<file path="config.mk">
export PLATFORM = sky130hd
export DESIGN_NAME = blur_window_sequencer
export DESIGN_NICKNAME = d
export VERILOG_FILES = /design/src/rtl/blur_pkg.sv /design/src/rtl/blur_line_buffer.sv /design/src/rtl/blur_window_sequencer.sv
export SDC_FILE = /design/constraint.sdc
export NUM_CORES = 2
export LEC_CHECK = 0
export ABC_AREA = 1
export CORE_MARGIN = 4
export CORE_UTILIZATION = 55
export DETAILED_ROUTE_END_ITERATION = 6
export GPL_ROUTABILITY_DRIVEN = 1
export GPL_TIMING_DRIVEN = 0
export PLACE_DENSITY = 0.74
export SYNTH_ARGS = -nofsm -noshare
export SYNTH_HDL_FRONTEND = slang
export SYNTH_SLANG_ARGS = --single-unit
</file>
<file path="constraint.sdc">
create_clock -name clk -period 125.9 [get_ports clk]
set_clock_uncertainty 0.15 [all_clocks]
set_input_delay 25.18 -clock clk [delete_from_list [all_inputs] [get_ports clk]]
set_output_delay 25.18 -clock clk [all_outputs]
set_load 0.03 [all_outputs]
</file>
<file path="src/rtl/blur_pkg.sv">
// Shared types and constants for the 3x3 blur window sequencer.
package blur_pkg;

    typedef enum logic [2:0] {
        IDLE,
        FILL,
        STREAM,
        FLUSH,
        DONE
    } seq_state_t;

    localparam int KERNEL_SIZE   = 3;
    localparam int NUM_TAPS      = KERNEL_SIZE * KERNEL_SIZE;
    localparam int DEFAULT_PIX_W = 24;

    // Row (ky) and column (kx) positions inside the 3x3 neighbourhood.
    localparam int ROW_TOP   = 0;
    localparam int ROW_MID   = 1;
    localparam int ROW_BOT   = 2;
    localparam int COL_LEFT  = 0;
    localparam int COL_MID   = 1;
    localparam int COL_RIGHT = 2;

    function automatic int tap_index(input int ky, input int kx);
        return ky * KERNEL_SIZE + kx;
    endfunction

endpackage

</file>
<file path="src/rtl/blur_line_buffer.sv">
// One raster line of delay: tail is the pixel pushed DEPTH pushes ago.
module blur_line_buffer
    import blur_pkg::*;
#(
    parameter int DEPTH = 20,
    parameter int PIX_W = DEFAULT_PIX_W
) (
    input  logic             clk,
    input  logic             reset,
    input  logic             push,
    input  logic [PIX_W-1:0] pixel,
    output logic [PIX_W-1:0] tail
);

    logic [PIX_W-1:0] mem [DEPTH];

    // NOTE: the storage is reset so a line never reads out stale X before it has filled;
    // this keeps the array in flops, which is fine for a line this short.
    always_ff @(posedge clk or posedge reset) begin
        if (reset) begin
            for (int i = 0; i < DEPTH; i++) mem[i] <= '0;
        end else if (push) begin
            mem[0] <= pixel;
            for (int i = 1; i < DEPTH; i++) mem[i] <= mem[i-1];
        end
    end

    assign tail = mem[DEPTH-1];

endmodule

</file>
<file path="src/rtl/blur_window_sequencer.sv">
// Turns a raster pixel stream into zero-padded 3x3 windows, one per output pixel,
// with a flush of W+1 zero pushes to drain the last line.
module blur_window_sequencer
    import blur_pkg::*;
#(
    parameter int WIDTH  = 20,
    parameter int HEIGHT = 20,
    parameter int PIX_W  = DEFAULT_PIX_W
) (
    input  logic                      clk,
    input  logic                      reset,
    input  logic                      start,
    input  logic                      in_valid,
    output logic                      in_ready,
    input  logic [PIX_W-1:0]          in_data,
    output logic                      win_valid,
    input  logic                      win_ready,
    output logic [NUM_TAPS*PIX_W-1:0] win_data,
    output logic                      win_border,
    output logic                      win_last,
    output logic                      busy,
    output logic                      done
);

    localparam int CNT_W = $clog2(WIDTH * HEIGHT + WIDTH + 2);

    localparam logic [CNT_W-1:0] FILL_END   = CNT_W'(WIDTH);
    localparam logic [CNT_W-1:0] STREAM_END = CNT_W'(WIDTH * HEIGHT - 1);
    localparam logic [CNT_W-1:0] PUSH_TOTAL = CNT_W'(WIDTH * HEIGHT + WIDTH + 1);
    localparam logic [CNT_W-1:0] WIN_FIRST  = CNT_W'(WIDTH + 1);
    localparam logic [CNT_W-1:0] ROW_LAST   = CNT_W'(HEIGHT - 1);
    localparam logic [CNT_W-1:0] COL_LAST   = CNT_W'(WIDTH - 1);

    seq_state_t state, state_next;

    logic [CNT_W-1:0] push_cnt;
    logic [CNT_W-1:0] out_row;
    logic [CNT_W-1:0] out_col;

    logic [PIX_W-1:0] taps      [KERNEL_SIZE][KERNEL_SIZE];
    logic [PIX_W-1:0] taps_next [KERNEL_SIZE][KERNEL_SIZE];
    logic [NUM_TAPS*PIX_W-1:0] win_next;

    logic [PIX_W-1:0] push_pixel;
    logic [PIX_W-1:0] line0_tail;
    logic [PIX_W-1:0] line1_tail;
    logic [KERNEL_SIZE-1:0] row_ok;
    logic [KERNEL_SIZE-1:0] col_ok;

    logic out_free;
    logic accepting;
    logic push;
    logic load;
    logic frame_start;
    logic last_accept;

    assign out_free    = !win_valid || win_ready;
    assign accepting   = (state == FILL) || (state == STREAM);
    assign in_ready    = accepting && out_free;
    assign push        = (accepting && in_valid && out_free)
                       || (state == FLUSH && out_free && push_cnt != PUSH_TOTAL);
    assign load        = push && (push_cnt >= WIN_FIRST);
    assign push_pixel  = (state == FLUSH) ? '0 : in_data;
    assign frame_start = start && (state == IDLE || state == DONE);
    assign last_accept = win_valid && win_ready && win_last;
    assign busy        = accepting || (state == FLUSH);
    assign done        = (state == DONE);

    blur_line_buffer #(.DEPTH(WIDTH), .PIX_W(PIX_W)) u_line0 (
        .clk   (clk),
        .reset (reset),
        .push  (push),
        .pixel (push_pixel),
        .tail  (line0_tail)
    );

    blur_line_buffer #(.DEPTH(WIDTH), .PIX_W(PIX_W)) u_line1 (
        .clk   (clk),
        .reset (reset),
        .push  (push),
        .pixel (line0_tail),
        .tail  (line1_tail)
    );

    always_ff @(posedge clk or posedge reset) begin
        if (reset) state <= IDLE;
        else       state <= state_next;
    end

    // NOTE: every variable driven here gets a default first so no path infers a latch.
    always_comb begin
        state_next = state;
        case (state)
            IDLE:    if (start) state_next = FILL;
            FILL:    if (push && push_cnt == FILL_END) state_next = STREAM;
            STREAM:  if (push && push_cnt == STREAM_END) state_next = FLUSH;
            FLUSH:   if (push_cnt == PUSH_TOTAL && last_accept) state_next = DONE;
            DONE:    if (start) state_next = FILL;
            default: state_next = IDLE;
        endcase
    end

    // Padding masks are evaluated against the centre of the window being loaded.
    assign row_ok[ROW_TOP]   = (out_row != '0);
    assign row_ok[ROW_MID]   = 1'b1;
    assign row_ok[ROW_BOT]   = (out_row != ROW_LAST);
    assign col_ok[COL_LEFT]  = (out_col != '0);
    assign col_ok[COL_MID]   = 1'b1;
    assign col_ok[COL_RIGHT] = (out_col != COL_LAST);

    always_comb begin
        taps_next = taps;
        for (int ky = 0; ky < KERNEL_SIZE; ky++) begin
            taps_next[ky][COL_LEFT] = taps[ky][COL_MID];
            taps_next[ky][COL_MID]  = taps[ky][COL_RIGHT];
        end
        taps_next[ROW_TOP][COL_RIGHT] = line1_tail;
        taps_next[ROW_MID][COL_RIGHT] = line0_tail;
        taps_next[ROW_BOT][COL_RIGHT] = push_pixel;

        win_next = '0;
        for (int ky = 0; ky < KERNEL_SIZE; ky++) begin
            for (int kx = 0; kx < KERNEL_SIZE; kx++) begin
                if (row_ok[ky] && col_ok[kx])
                    win_next[tap_index(ky, kx)*PIX_W +: PIX_W] = taps_next[ky][kx];
            end
        end
    end

    // NOTE: sequential state uses non-blocking assignments so every register samples
    // the pre-edge values regardless of statement order.
    always_ff @(posedge clk or posedge reset) begin
        if (reset) begin
            push_cnt   <= '0;
            out_row    <= '0;
            out_col    <= '0;
            win_valid  <= 1'b0;
            win_data   <= '0;
            win_border <= 1'b0;
            win_last   <= 1'b0;
            for (int ky = 0; ky < KERNEL_SIZE; ky++)
                for (int kx = 0; kx < KERNEL_SIZE; kx++)
                    taps[ky][kx] <= '0;
        end else begin
            if (frame_start) begin
                push_cnt <= '0;
                out_row  <= '0;
                out_col  <= '0;
            end

            if (push) begin
                push_cnt <= push_cnt + 1'b1;
                taps     <= taps_next;
            end

            if (load) begin
                win_valid  <= 1'b1;
                win_data   <= win_next;
                win_border <= (out_row == '0) || (out_row == ROW_LAST)
                           || (out_col == '0) || (out_col == COL_LAST);
                win_last   <= (out_row == ROW_LAST) && (out_col == COL_LAST);
                if (out_col == COL_LAST) begin
                    out_col <= '0;
                    out_row <= out_row + 1'b1;
                end else begin
                    out_col <= out_col + 1'b1;
                end
            end else if (win_ready) begin
                win_valid <= 1'b0;
            end
        end
    end

endmodule

</file>
Yosys cells after proc, flatten, opt, wreduce, memory -nomap -nowiden
Index checks and enable logic that the tools add are counted.

Flip-flop bits (word level): 1257. Input port bits: 29. Output and inout port bits: 222. Word-level logic and storage cells: 129.

Add/sub/neg operators: 3. Order comparisons: 1. Equal/unequal tests: 16. Multiplexer cells: 23. Reductions and logical operators: 36.

Operators by type and width (number): two-way mux 24 bit (9); two-way mux 9 bit (7); adder 9 x 1 -> 9 bit, second input constant (3); equality test 9 x 5 -> 1 bit, second input constant (3); equality test 9 bit, second input constant (2); zero test 9 bit (2); inequality test 9 x 5 -> 1 bit, second input constant (2); nonzero test 9 bit (2); logical AND 1 bit (17); two-way mux 3 bit (4); case mux 3 bit (4 select lines) (1); greater-or-equal comparator 9 x 5 -> 1 bit, second input constant (1); inequality test 9 bit, second input constant (1); logical OR 1 bit (8); inequality test 2 x 1 -> 1 bit, second input constant (4); equality test 3 x 2 -> 1 bit, second input constant (2); nonzero test 2 bit (3); AND reduction 4 bit (1); equality test 3 x 1 -> 1 bit, second input constant (1); equality test 3 bit, second input constant (1); zero test 3 bit (1); two-way mux 1 bit (2); OR reduction 2 bit (1); zero test 1 bit (1).

Longest topological paths before layout
Word-level depth: 8. Gate-level depth with buffers: 13. Mapped depth without buffers: 12.

Modules after synthesis
A second synthesis with hierarchy kept.

Cell total of the unflattened synthesis: 5841. Area total of the unflattened synthesis: 52072.4 sq um.

Modules (own cells, without submodules): blur_line_buffer (times used 2, cells each 2053, area each 18260.0 sq um, sequential area each 12011.5 sq um); blur_window_sequencer (times used 1, cells each 1735, area each 15552.4 sq um, sequential area each 9834.4 sq um).

Least setup slack after synthesis
OpenSTA, ideal clock, no wires.

Kind: input to output. Start point: in win_ready. End point: out in_ready. Data arrival time: 25750 ps. Data required time: 100570 ps. Setup slack: 74820 ps. Stages: 4. Buffers on the path: 0. Path through: inv_1 -> nand2_1 -> inv_1 -> nor2_1.

Cells in the longest elaborated chain, start to end: 2.

Ends and longest elaborated chain: start: declaration (line blur_window_sequencer.sv:17) `input logic win_ready,`; logical OR 1 bit (line blur_window_sequencer.sv:57) `assign out_free = !win_valid || win_ready;`; logical AND 1 bit (line blur_window_sequencer.sv:59) `assign in_ready = accepting && out_free;`; end: declaration (line blur_window_sequencer.sv:14) `output logic in_ready,`.

Every way passes these cells.

Worst setup path in the final report
Same ends and word-level chain as after synthesis.

==> results.cfg <==
[placement]
pre_cts_slack_ns = 73.94
dp.cells = 6744
port_buffers = 250
gp_congestion = 0.923
dp_hpwl_mm = 85.7

[critical_path]
cp-start-kind = input port
ff2ff_setup_slack_ns = 122.88
cp.required_ns = 100.57
path_max_fanout = 3
path_class = in -> out
cp-end-kind = output pin
crit_arrival_ns = 26.64

[route]
num_vias = 35883
wl_per_cell_um = 17.0
post-route-drc-count = 0
finalWirelength_mm = 119
drtIter0Drc = 3072
ant_nets = 0
avgViaCountPerCell = 5.15
firstDrtPassIters = 5

[run]
max_cap_viol_count = 0

[synthesis]
ys_top_cells_by_area = dfrtp_1 66%, nand2_1 24%, o21ai_0 3.2%
ys_ff_latch = 1257
synth_top_area_share_pct = 65.8
ys_types = 30
synth.avg_cell_area_um2 = 8.95
yosysSeqAreaShare_pct = 65.8
yosysTopAreaCell = dfrtp_1
syn_nets = 5376
netlist_instances = 5340
syn_area_mm2 = 0.0478
yosys_warnings = 0

[cts]
clock_path_buffers = 3
clk_latency_ns = 0.70
root_buffer = clkbuf_16
numCtsBuffers = 120
cts_resized = 0
cts_tree = yes
ctsHtreeMaxLevel = 3
cts_sinks = 1257
cts_setup_buffers = 0
ctsHoldBuffers = 0
clk_pin_slew_worst_paths_ns = 0.06

[final_layout]
multi_input_area_mm2 = 0.0144
layout_commonest_cell = nand2_1
ff_latch_area_mm2 = 0.0315
drive_gt1_share_pct = 6.99
final_cells = 6971
syn2layout_area_growth_pct = 18.0
mostFrequentLayoutCells = 3091 x nand2_1, 1257 x dfrtp_1, 303 x o21ai_0, 250 x clkdlybuf4s50_1, 164 x inv_1
fillers = 6896
nNetsFinal = 5758

[power_and_ir_drop]
p_leak_nw = 30.4
power_density_mw_per_mm2 = 27.3
peakVddDrop_uv = 17.0
power_mw = 1.54

[grt]
grt_usage_pct = 26.4
grt-ovfl-total = 0
grt_first_pass_wirelength_mm = 190
grt_max_degree = 137
grt_pass1_vias = 35681
grt_antenna_before_repair = 1

[die]
core_mm2 = 0.0857
rows = 107
die_area_mm2 = 0.0917
start_util_pct = 55.8
dieWidth_um = 303
die_h_um = 303
num_io_pins = 251

[sta]
setup_viol = 0
finalHoldViolations = 0
fmax_mhz = 19.2
fin_crit_sh_pct = 41.3
rsz0062_at_grt = no
max_slew_margin_pct = 19.5
tightest_slew_ns = 1.19
drv_slew = 0
setup_ws_ns = 73.93
finalSetupTns_ns = 0
fin_crit_ns = 51.97

[outcome]
status = finished, final reports clean

[min_path]
hold_path_class = reg -> reg
stage by stage:
step	instance area (um^2)	util [%]	hold slack, ns
5_1_grt	56400	65.8	0.326
2_1_floorplan	47800	-	0.292
3_3_place_gp	51800	60.4	0.303
3_5_place_dp	52000	60.7	0.306
4_1_cts	56400	65.8	0.316
6_report	56400	65.9	0.316
Yosys cell counts, drive strengths merged:
cell       n
buf      181
a21oi      4
nand3    121
nand2   3093
nor3       9
clkbuf   100
ha         7
nand4      6
xnor2      1
xor2      10
o21bai     1
o21ai    314
clkinv     1
dfrtp   1257
nor2      60
o22ai      7
o31ai      1
inv      167
cell type report:
class                   instances  share of cell area (%)
multi-input cells            3634                    25.5
well taps                    1144                    2.54
clock buffers                 169                    6.22
flip-flops and latches       1257                    55.7
diodes                          1                 0.00443
repair buffers                260                    4.92
plain buffers                 281                    2.37
clock inverters                57                    1.55
inverters                     168                    1.14
critical path, stage by stage:
cell and delay (ns):
clkdlybuf4s50_1 0.47, inv_1 0.04, nand2_1 0.09, inv_1 0.06, nor2_1 0.10, clkdlybuf4s50_1 0.68
flip-flops by register name (all words and copies together) (netlist names):
name	flops
win_border	1
push_cnt	9
win_valid	1
win_last	1
state	3
u_line1.mem	456
out_row	9
u_line1.tail	24
out_col	9
win_data	216
u_line0.tail	24
u_line0.mem	456
taps	48
per-layer routing:
metal	global-route usage [%]	part of all wire (%)	routed length (um)	vias up
met5	0	0	0	-
met4	8.75	3.8	4480	0
met3	4.92	5.9	7000	244
met2	44.3	49	57800	958
met1	35.2	42	49400	17534
li1	-	-	-	17147
power breakdown:
group,switching (mW),total [mW],leakage [nW],internal (mW)
Sequential,0.0858,0.624,17.1,0.538
Clock,0.154,0.391,2.17,0.237
Combinational,0.373,0.526,11.2,0.154
cells by family after synthesis:
| family | count (synthesis) | share of synthesized area, % |
|---|---|---|
| xor+xnor | 11 | 0.201 |
| flops | 1257 | 65.8 |
| simple gates | 3289 | 26.3 |
| compound gates | 327 | 3.45 |
| buf+inv | 449 | 4.12 |
| fa+ha+maj | 7 | 0.183 |
final timing paths:
path / depth (start not counted) / from / to
setup / recovery: 6 / win_ready / in_ready
hold / removal: 2 / u_line1.mem[227]$_DFFE_PP0P_ / u_line1.mem[203]$_DFFE_PP0P_
setup reg to reg: 12 / push_cnt[1]$_DFFE_PP0P_ / u_line0.mem[427]$_DFFE_PP0P_
hold reg to reg: 2 / u_line1.mem[227]$_DFFE_PP0P_ / u_line1.mem[203]$_DFFE_PP0P_
max in group asynchronous: 6 / reset / u_line1.mem[269]$_DFFE_PP0P_
min in group asynchronous: 2 / reset / win_data[4]$_DFFE_PP0P_
Note: power is estimated with default switching activity, not from simulation.
